$ cat config.mk
export PLATFORM = sky130hd
export DESIGN_NAME = sel3_debounce_flat
export DESIGN_NICKNAME = d
export VERILOG_FILES = /design/src/rtl/sel3_debounce_if.sv /design/src/rtl/sel3_debounce.sv /design/src/flat_wrapper.sv
export SDC_FILE = /design/constraint.sdc
export NUM_CORES = 1
export LEC_CHECK = 0
export CORE_AREA = 3 3 88 90
export CTS_CLUSTER_SIZE = 10
export DETAILED_ROUTE_END_ITERATION = 10
export DIE_AREA = 0 0 91 93
export PLACE_DENSITY = 0.72
export SYNTH_ARGS = -nofsm -noshare
export SYNTH_HDL_FRONTEND = slang
export SYNTH_SLANG_ARGS = --single-unit
$ cat constraint.sdc
create_clock -name clk -period 3 [get_ports clk]
set_input_delay 0.6 -clock clk [delete_from_list [all_inputs] [get_ports clk]]
set_output_delay 0.6 -clock clk [all_outputs]
set_load 0.02 [all_outputs]
$ cat src/rtl/sel3_debounce_if.sv
// Purpose : bundles the switch inputs and debounced select outputs of sel3_debounce.
// Latency : n/a (signal bundle only).
// Backpressure: none; the outputs are level signals plus a one-cycle change strobe.
// Ports:
//   sw_raw  [2:0] raw asynchronous switches (bit 2 -> S1, bit 1 -> S2, bit 0 -> S3)
//   S1/S2/S3      debounced select lines to the decoder stage
//   sel     [2:0] {S1,S2,S3}
//   sel_chg       one-cycle pulse aligned with a new sel value
//   settled       high when no channel is mid-settle
interface sel3_debounce_if;
    logic [2:0] sw_raw;
    logic       S1;
    logic       S2;
    logic       S3;
    logic [2:0] sel;
    logic       sel_chg;
    logic       settled;

    // master: the switch source / downstream consumer side
    modport master (
        output sw_raw,
        input  S1, S2, S3, sel, sel_chg, settled
    );

    // slave: the debouncer itself
    modport slave (
        input  sw_raw,
        output S1, S2, S3, sel, sel_chg, settled
    );
endinterface

$ cat src/rtl/sel3_debounce.sv
// Purpose : 2-flop synchronise and debounce three slide switches into decoder selects.
// Latency : raw change first captured at edge k is committed at edge k+1+STABLE_CNT.
// Backpressure: none; sel_chg pulses one cycle per commit edge, settled flags clean codes.
// Ports:
//   clk   system clock, all state on rising edge
//   rst_n synchronous active-low reset
//   io    sel3_debounce_if.slave (sw_raw in; S1..S3, sel, sel_chg, settled out)
module sel3_debounce #(
    parameter int unsigned STABLE_CNT = 1000000,
    parameter int unsigned CNT_W      = 20
) (
    input  logic            clk,
    input  logic            rst_n,
    sel3_debounce_if.slave  io
);

    typedef enum logic {
        ST_STABLE   = 1'b0,
        ST_SETTLING = 1'b1
    } ch_state_t;

    // Counter value on which the final differing sample commits.
    localparam logic [CNT_W-1:0] CNT_LAST = CNT_W'(STABLE_CNT - 1);
    localparam logic [CNT_W-1:0] CNT_ONE  = CNT_W'(1);

    logic [2:0]       sync1;
    logic [2:0]       sync2;
    logic [2:0]       committed;
    ch_state_t        state [3];
    logic [CNT_W-1:0] cnt   [3];
    logic             sel_chg_q;
    logic [2:0]       commit;
    logic             settled_c;

    // A channel commits when it has been settling and this is the
    // STABLE_CNT-th consecutive edge on which sync2 differs.
    always_comb begin
        commit = 3'b000;
        for (int i = 0; i < 3; i++) begin
            if (state[i] == ST_SETTLING && sync2[i] != committed[i] && cnt[i] == CNT_LAST) begin
                commit[i] = 1'b1;
            end
        end
    end

    always_ff @(posedge clk) begin
        if (!rst_n) begin
            sync1     <= 3'b000;
            sync2     <= 3'b000;
            committed <= 3'b000;
            sel_chg_q <= 1'b0;
            for (int i = 0; i < 3; i++) begin
                state[i] <= ST_STABLE;
                cnt[i]   <= '0;
            end
        end else begin
            sync1 <= io.sw_raw;
            sync2 <= sync1;
            for (int i = 0; i < 3; i++) begin
                case (state[i])
                    ST_STABLE: begin
                        if (sync2[i] != committed[i]) begin
                            state[i] <= ST_SETTLING;
                            cnt[i]   <= CNT_ONE;
                        end
                    end
                    ST_SETTLING: begin
                        if (sync2[i] == committed[i]) begin
                            // glitch shorter than STABLE_CNT: drop it
                            state[i] <= ST_STABLE;
                            cnt[i]   <= '0;
                        end else if (commit[i]) begin
                            committed[i] <= sync2[i];
                            state[i]     <= ST_STABLE;
                            cnt[i]       <= '0;
                        end else begin
                            cnt[i] <= cnt[i] + CNT_ONE;
                        end
                    end
                    default: begin
                        state[i] <= ST_STABLE;
                        cnt[i]   <= '0;
                    end
                endcase
            end
            // Any number of same-edge commits collapse into one pulse.
            sel_chg_q <= |commit;
        end
    end

    always_comb begin
        settled_c = 1'b1;
        for (int i = 0; i < 3; i++) begin
            if (state[i] != ST_STABLE) begin
                settled_c = 1'b0;
            end
        end
    end

    assign io.sel     = committed;
    assign io.S1      = committed[2];
    assign io.S2      = committed[1];
    assign io.S3      = committed[0];
    assign io.sel_chg = sel_chg_q;
    assign io.settled = settled_c;

endmodule

$ cat src/flat_wrapper.sv
// flat-port wrapper written by rule: the top's interface ports become plain ports
module sel3_debounce_flat 
#(
    parameter int unsigned STABLE_CNT = 1000000,
    parameter int unsigned CNT_W      = 20
)
  (clk, rst_n, io_sw_raw, io_S1, io_S2, io_S3, io_sel, io_sel_chg, io_settled);
  sel3_debounce_if io_i ();
  input  logic clk;
  input  logic rst_n;
  input wire logic [$bits(io_i.sw_raw)-1:0] io_sw_raw;
  output wire logic [$bits(io_i.S1)-1:0] io_S1;
  output wire logic [$bits(io_i.S2)-1:0] io_S2;
  output wire logic [$bits(io_i.S3)-1:0] io_S3;
  output wire logic [$bits(io_i.sel)-1:0] io_sel;
  output wire logic [$bits(io_i.sel_chg)-1:0] io_sel_chg;
  output wire logic [$bits(io_i.settled)-1:0] io_settled;
  assign io_i.sw_raw = io_sw_raw;
  assign io_S1 = io_i.S1;
  assign io_S2 = io_i.S2;
  assign io_S3 = io_i.S3;
  assign io_sel = io_i.sel;
  assign io_sel_chg = io_i.sel_chg;
  assign io_settled = io_i.settled;
  sel3_debounce #(.STABLE_CNT(STABLE_CNT), .CNT_W(CNT_W)) u_core (.clk(clk), .rst_n(rst_n), .io(io_i));
endmodule
==> results.ini, run 1 <==
[cells_and_area]
drive_above_1_share_pct=8.094
diodes=0
area_growth_pct=11.32
nets=386

[critical_path]
max_stage_delay_ps=660
worstRegToRegCells=5
r2r_end=u_core.cnt[2][0]
r2r_slack_ps=630
cp_cell_sequence=nor3_1, clkdlybuf4s50_1
endpoint_kind=output pin
r2r-start=u_core.cnt[2][16]
crit_buf_inv=1
crit_required_ps=2400
crit_fanout=8
crit_type=reg -> out
arrival_ps=1800
crit_family=buffers and inverters
timing.critical_path.from_type=flip-flop
cpMaxStageDelayCell=clkdlybuf4s50_1

[grt]
grt_max_degree=21
antenna_found_initial=0
grt_pass1_wl_um=11430
grt_usage_pct=17.04
grt_pass1_vias=2461
grt-ovfl-total=0

[routing]
drc=0
dr.pass1.iters=4
wl_um=6665
wl_per_cell_um=13.83
viasPerCell=5.336
drt_iter0_markers=138
detail-route-antenna-nets=0
vias=2572

[worst_hold_path]
min_to=u_core.sync2[1]
hold_class=reg -> reg
whs_path_depth=1
hp-start=u_core.sync1[1]

[clock_network]
path_clk_slew_ps=70
cts_resized=0
worstSkewPairLatency_ps=350
ctsHtreeMaxLevel=3
tritoncts=yes
cts_setup_buffers=0
cts.sinks=73
clk_path_buf_depth=2
cts-root-buf=clkbuf_8
cts_buffers=9
cts-hold-fix-buffers=0

[timing]
skew_ps=6.512
slew_headroom_pct=51.75
min_period_ps=2398
hold_viol=0
max_freq_ghz=0.4170
grt_setup_unrepaired=false
final.period_utilization_pct=79.94
drv_slew=0
setup_violations=0
fin_setup_tns_ps=0
tightest_slew_ps=717.1

[yosys]
synth_top_area_share_pct=48.28
syn_inst=362
synth-seq-area-share_pct=53.99
synth_ff_type=edfxtp_1
synthTopCellsByArea=edfxtp_1 (48%), xor2_1 (8.4%), nor2_1 (7.2%), dfxtp_1 (5.7%), xnor2_1 (5.0%)
syn_avg_cell_area_um2=10.65
yosysWarnings=0
synth_most_common_cell=nor2_1
synth_fp_nets=370
netlist_area_um2=3856
synth_edf_count=62
yosysUniqueCellTypes=41
synth_top_cell_by_area=edfxtp_1
async_reset_ff_share_pct=0
ys_top_cells_by_count=nor2_1 (74), edfxtp_1 (62), xor2_1 (37)
synth_seq_cells=73

[floorplan]
pin_count=13
die_w_um=91
die-area_um2=8463
start_util_pct=54.03
fp-row-count=31
die_h_um=93
core_um2=7137

[placement]
post-dp-hpwl_um=4653
port_buffers=12
place_congestion=0.8048

[power_and_ir_drop]
power_w=0.002537
leakage_nw=1.426
power_density_nw_per_um2=590.9
max-vdd-ir-drop_uv=332.0

[job]
cap_violations=0

[outcome]
status=finished, final reports clean

==> metrics by stage <==
stage                     utilization [%]  cells  area, um2  hold WS (ps)  worst slack [ps]
after floorplan                         -    362       3856         411.9             954.5
after global placement              56.61    466       4040         420.8             642.4
after detailed placement            56.61    466       4040         427.0             608.3
after CTS                           60.15    482       4293         446.6             560.8
after global routing                60.15    482       4293         467.5             432.3
final                               60.15    482       4293         440.1             601.9
==> layout make-up <==
type	instances	area, um2
inverters	9	33.78
clock inverters	5	101.3
clock buffers	11	151.4
repair buffers	16	150.1
multi-input cells	269	1650
flip-flops and latches	73	2082
fillers	606	2844
well taps	99	123.9
==> state kept, by name, indices dropped and copies added (netlist names) <==
name               cells
u_core.cnt            60
u_core.io.sel          3
u_core.io.sel_chg      1
u_core.state           3
u_core.sync1           3
u_core.sync2           3
==> kinds of logic after synthesis <==
group	share of synthesized area, %
flip-flops	53.99
multiplexers	0.7787
XOR/XNOR	13.40
adder cells (fa/ha/maj)	0.9735
AND/OR/NAND/NOR	25.11
buffers and inverters	3.212
AO/OA/AOI/OAI	2.531
==> report_power, final <==
part           internal, W  total (W)  switching [W]
registers          0.00123    0.00134       0.000118
clock network     0.000595   0.000956       0.000361
logic             0.000108   0.000237       0.000129
total              0.00193    0.00254       0.000609
==> metal layers <==
layer	global-route usage [%]	share of wire [%]
met1	21.85	48
met2	27.47	47
met3	3.138	2.3
met4	9.296	2.2
met5	0	0
==> placed cells by master (no fill, tap or decap), types with 2 or more instances in the layout <==
cell,count
clkdlybuf4s50_1,12
nand3_1,25
and3_1,7
edfxtp_1,62
nor4b_1,3
nand3b_1,2
nor3_1,10
xnor2_1,22
inv_1,9
ha_1,3
and4_1,6
dfxtp_1,11
xor2_1,37
or2_2,2
clkbuf_8,11
and2_1,7
a21oi_1,2
nor4_1,2
or4_4,2
mux2i_1,3
a31o_2,2
o21ai_0,2
buf_4,4
nand2_1,28
nor2_1,74
nand4_1,15
bufinv_16,3
==> worst max path at each step <==
stage | endpoint | startpoint | cells past startpoint | slack, ps
global route | u_core.cnt[2][0] | u_core.cnt[2][16] | 5 | 430
CTS | io_settled | u_core.state[0] | 2 | 560
finish | io_settled | u_core.state[0] | 2 | 600
global placement | u_core.state[1] | rst_n | 5 | 640
floorplan | u_core.state[1] | u_core.cnt[1][13] | 6 | 950
detailed placement | u_core.state[1] | rst_n | 5 | 610
No activity file was read; power rests on OpenSTA's default activity.
==> run 2, diff against run 1 <==
PLACE_DENSITY = 0.74   (was 0.72)
clock period = 1.9 ns   (was 3 ns; I/O delays follow)
==> results.ini, run 2 (synthesis gave the netlist of run 1 again) <==
[outcome]
status=finished, violations left
violations=setup timing

[critical_path]
crit_buf_inv=1
timing.critical_path.from_type=flip-flop
crit_type=reg -> reg
endpoint_kind=flip-flop
arrival_ps=2050
crit_family=simple AND/OR/NAND/NOR gates
max_stage_delay_ps=570
crit_fanout=8
crit_required_ps=2000
cp_cell_sequence=or4_4, nor4_4, a31o_2, or2_4, buf_12, nor2_1
cpMaxStageDelayCell=or4_4

[cells_and_area]
final_cell_mix=nor2_1 (67), edfxtp_1 (62), buf_4 (47), xor2_1 (37), nand2_1 (27)
drive_above_1_share_pct=23.49
top_register=u_core.cnt
fin_cells=529
nets=434
fillers=573
mostFrequentLayoutCell=nor2_1
area_growth_pct=24.33
largest_register_ffs=60
diodes=0

[placement]
dp_slack_ps=-86.34
place_congestion=0.8323
post-dp-hpwl_um=5241
placed_cells=508
port_buffers=12

[routing]
wl_per_cell_um=14.57
drt_iter0_markers=146
detail-route-antenna-nets=0
wl_um=7705
viasPerCell=5.416
vias=2865
drc=0
dr.pass1.iters=4

[grt]
grt_usage_pct=18.87
grt-ovfl-total=0
grt_pass1_wl_um=12720
grt_max_degree=21
antenna_found_initial=0
grt_pass1_vias=2799

[timing]
tightest_slew_ps=456.1
fin_ws_ps=-49.97
slew_headroom_pct=69.27
final.period_utilization_pct=102.6
min_period_ps=1950
max_freq_ghz=0.5128
setup_violations=24
grt_setup_unrepaired=true
holdWs_ps=436.0
skew_ps=6.775
drv_slew=0
hold_viol=0

[power_and_ir_drop]
pwr-share-comb_pct=15.4
p_switching_w=0.001022
pwr-share-seq_pct=54.5
leakage_nw=1.685
clockPowerShare_pct=30.1
power_density_nw_per_um2=798.6
power_switching_share_pct=26.69
max-vdd-ir-drop_uv=444.4
cell_internal_pwr_w=0.002807

[clock_network]
clk_path_buf_depth=2
ctsHtreeMaxLevel=3
path_clk_slew_ps=70
tritoncts=yes
cts.sinks=73
worstSkewPairLatency_ps=340
cts-hold-fix-buffers=0
cts-root-buf=clkbuf_8
cts_buffers=9

[floorplan]
fp-row-count=31
core_um2=7137
pin_count=13
start_util_pct=54.03
die-area_um2=8463
die_w_um=91
die_h_um=93

[worst_hold_path]
hold_class=reg -> reg

[job]
cap_violations=0

run 2: cell count changes in the layout (fill, tap and decap cells not counted), moves of 3 or more:
| cell | previous run | this run |
|---|---|---|
| nor3_1 | 10 | 6 |
| clkinv_2 | 0 | 3 |
| buf_12 | 0 | 4 |
| nor2_1 | 74 | 67 |
| nor2_4 | 0 | 4 |
| buf_4 | 4 | 47 |
| nor2_2 | 0 | 3 |
run 2: metal layers:
layer / vias up / global-route usage, % / wire (um)
met5: - / 0 / 0
met4: 0 / 8.794 / 148
met3: 13 / 4.023 / 245
met2: 63 / 30.59 / 3899
met1: 1377 / 24.31 / 3412
li1: 1412 / - / -
run 2: power groups by stage:
stage	clock network, W	registers (W)	logic (W)
6_report	0.00115	0.00209	0.000590
2_1_floorplan	0	0.00210	0.000314
3_3_place_gp	0	0.00210	0.000524
5_1_grt	0.00124	0.00211	0.000651
3_5_place_dp	0	0.00211	0.000537
4_1_cts	0.00118	0.00208	0.000542
run 2: layout make-up:
type	instances	area (um2)	share of cell area, %
sequential	73	2082	43.42
clock buffer	9	123.9	2.584
tap	99	123.9	2.584
clock inverter	6	60.06	1.253
timing repair buffer	63	551.8	11.51
inverter	9	33.78	0.7046
multi-input combinational	270	1819	37.94
run 2: stage by stage:
stage	setup TNS (ps)	utilization (%)	power [W]	instance area, um2
5_1_grt	-3966	67.18	0.003999	4795
4_1_cts	-650.1	65.04	0.003802	4642
2_1_floorplan	-55.10	-	0.002414	3877
3_5_place_dp	-2271	62.03	0.002649	4427
3_3_place_gp	0	62.03	0.002625	4427
6_report	-697.6	67.18	0.003829	4795
run 2: repair_timing:
| item | in CTS | in global routing |
|---|---|---|
| gates resized for setup | 8 | 22 |
| endpoints found under the setup margin | 43 | 64 |
| gates cloned | 0 | 1 |
| pin swaps | 6 | 10 |
| setup buffers | 1 | 5 |
run 2: path summary, 6_finish.rpt:
kind / start / endpoint / slack (ps) / cells after the start
worst min register to register: u_core.sync1[2] / u_core.sync2[2] / 440 / 1
worst min-delay path: u_core.sync1[2] / u_core.sync2[2] / 440 / 1
worst max register to register: u_core.cnt[1][11] / u_core.cnt[1][9] / -50 / 6
worst max-delay path: u_core.cnt[1][11] / u_core.cnt[1][9] / -50 / 6
==> run 3, diff against run 2 <==
CTS_CLUSTER_SIZE = not set   (was 10)
SETUP_SLACK_MARGIN = 0.3   (was not set)
==> results.ini, run 3 (synthesis gave the netlist of run 1 again) <==
[grt]
grt_pass1_wl_um=13140
grt-ovfl-total=0
antenna_found_initial=0
grt_max_degree=21
grt_usage_pct=19.65
grt_pass1_vias=2825

[timing]
final.period_utilization_pct=99.46
setup_violations=0
hold_viol=0
tightest_slew_ps=507.8
skew_ps=9.643
grt_setup_unrepaired=true
max_freq_ghz=0.5292
slew_headroom_pct=66.11
drv_slew=0
min_period_ps=1890
fin_setup_tns_ps=0

[floorplan]
die_w_um=91
start_util_pct=54.03
pin_count=13
die_h_um=93
fp-row-count=31
core_um2=7137
die-area_um2=8463

[clock_network]
clk_path_buf_depth=2
tritoncts=yes
cts-root-buf=clkbuf_8
ctsHtreeMaxLevel=3
cts.sinks=73
path_clk_slew_ps=70
cts_buffers=9
worstSkewPairLatency_ps=360

[critical_path]
crit_type=reg -> reg
worstRegToRegCells=5
max_stage_delay_ps=560
cpMaxStageDelayCell=or4b_4
timing.critical_path.from_type=flip-flop
crit_required_ps=2090
endpoint_kind=flip-flop
crit_family=simple AND/OR/NAND/NOR gates
cp_cell_sequence=or4b_4, nor3_4, a31o_2, mux2i_2, a221oi_2
arrival_ps=2080
cp.depth=5
crit_buf_inv=0
crit_fanout=3

[placement]
post-dp-hpwl_um=5044
place_congestion=0.7859
port_buffers=12

[routing]
drc=0
vias=2922
wl_per_cell_um=14.85
detail-route-antenna-nets=0
wl_um=8004
viasPerCell=5.421
dr.pass1.iters=4
drt_iter0_markers=156

[cells_and_area]
drive_above_1_share_pct=29.77
post-route-util_pct=70.04
top_register=u_core.cnt
largest_register_ffs=60
area_growth_pct=29.62
diodes=0
final_cell_mix=edfxtp_1 (62), nor2_1 (58), buf_4 (50), xor2_1 (36), nand2_1 (25)
nets=443
mostFrequentLayoutCell=edfxtp_1

[worst_hold_path]
whs_path_depth=1
hold_class=reg -> reg

[job]
cap_violations=0

[power_and_ir_drop]
leakage_nw=1.803
max-vdd-ir-drop_uv=608.4
power_density_nw_per_um2=808.4

[outcome]
status=finished, final reports clean

-- run 3: metal layers --
layer  global-route usage [%]  vias to the layer above  wire length, um
met4                    9.799                        0              206
met3                    3.459                       17              263
met5                        0                        -                0
li1                         -                     1438                -
met2                    31.88                       56             3793
met1                    25.50                     1411             3740
-- run 3: final cells by class --
cell class,instances,area [um2]
Clock buffer,14,216.5
Clock inverter,2,13.76
Fill cell,561,2138
Inverter,9,33.78
Multi-Input combinational cell,274,1939
Sequential cell,73,2083
Tap cell,99,123.9
Timing Repair Buffer,68,588.1
-- run 3: stage by stage --
stage               setup WS, ps  std cells  total power (W)  hold WS (ps)  instance area, um2
finish                     10.20        539         0.004041         435.5                4999
global route              -82.83        539         0.004213         445.9                4999
floorplan                 -54.17        362         0.002418         411.9                3928
CTS                        11.94        531         0.004007         438.1                4806
global placement           7.510        505         0.002623         413.9                4443
detailed placement        -54.87        505         0.002640         420.2                4443
-- run 3: final timing paths --
check | start | to | slack (ps)
max | u_core.cnt[0][13] | u_core.state[1] | 10
min | u_core.sync1[0] | u_core.sync2[0] | 440
max reg2reg | u_core.cnt[0][13] | u_core.state[1] | 10
min reg2reg | u_core.sync1[0] | u_core.sync2[0] | 440
-- run 3: power by group --
group          internal (W)  switching (W)
Combinational      0.000298       0.000323
Clock              0.000750       0.000591
Sequential          0.00193       0.000146
Total               0.00298        0.00106
-- run 3: repair_timing --
item / CTS / global route
setup buffers: 6 / 7
gates cloned: 4 / 1
endpoints found under the setup margin: 76 / 109
resized for setup: 24 / 37
pin swaps: 13 / 10
hold buffers: 0 / 0
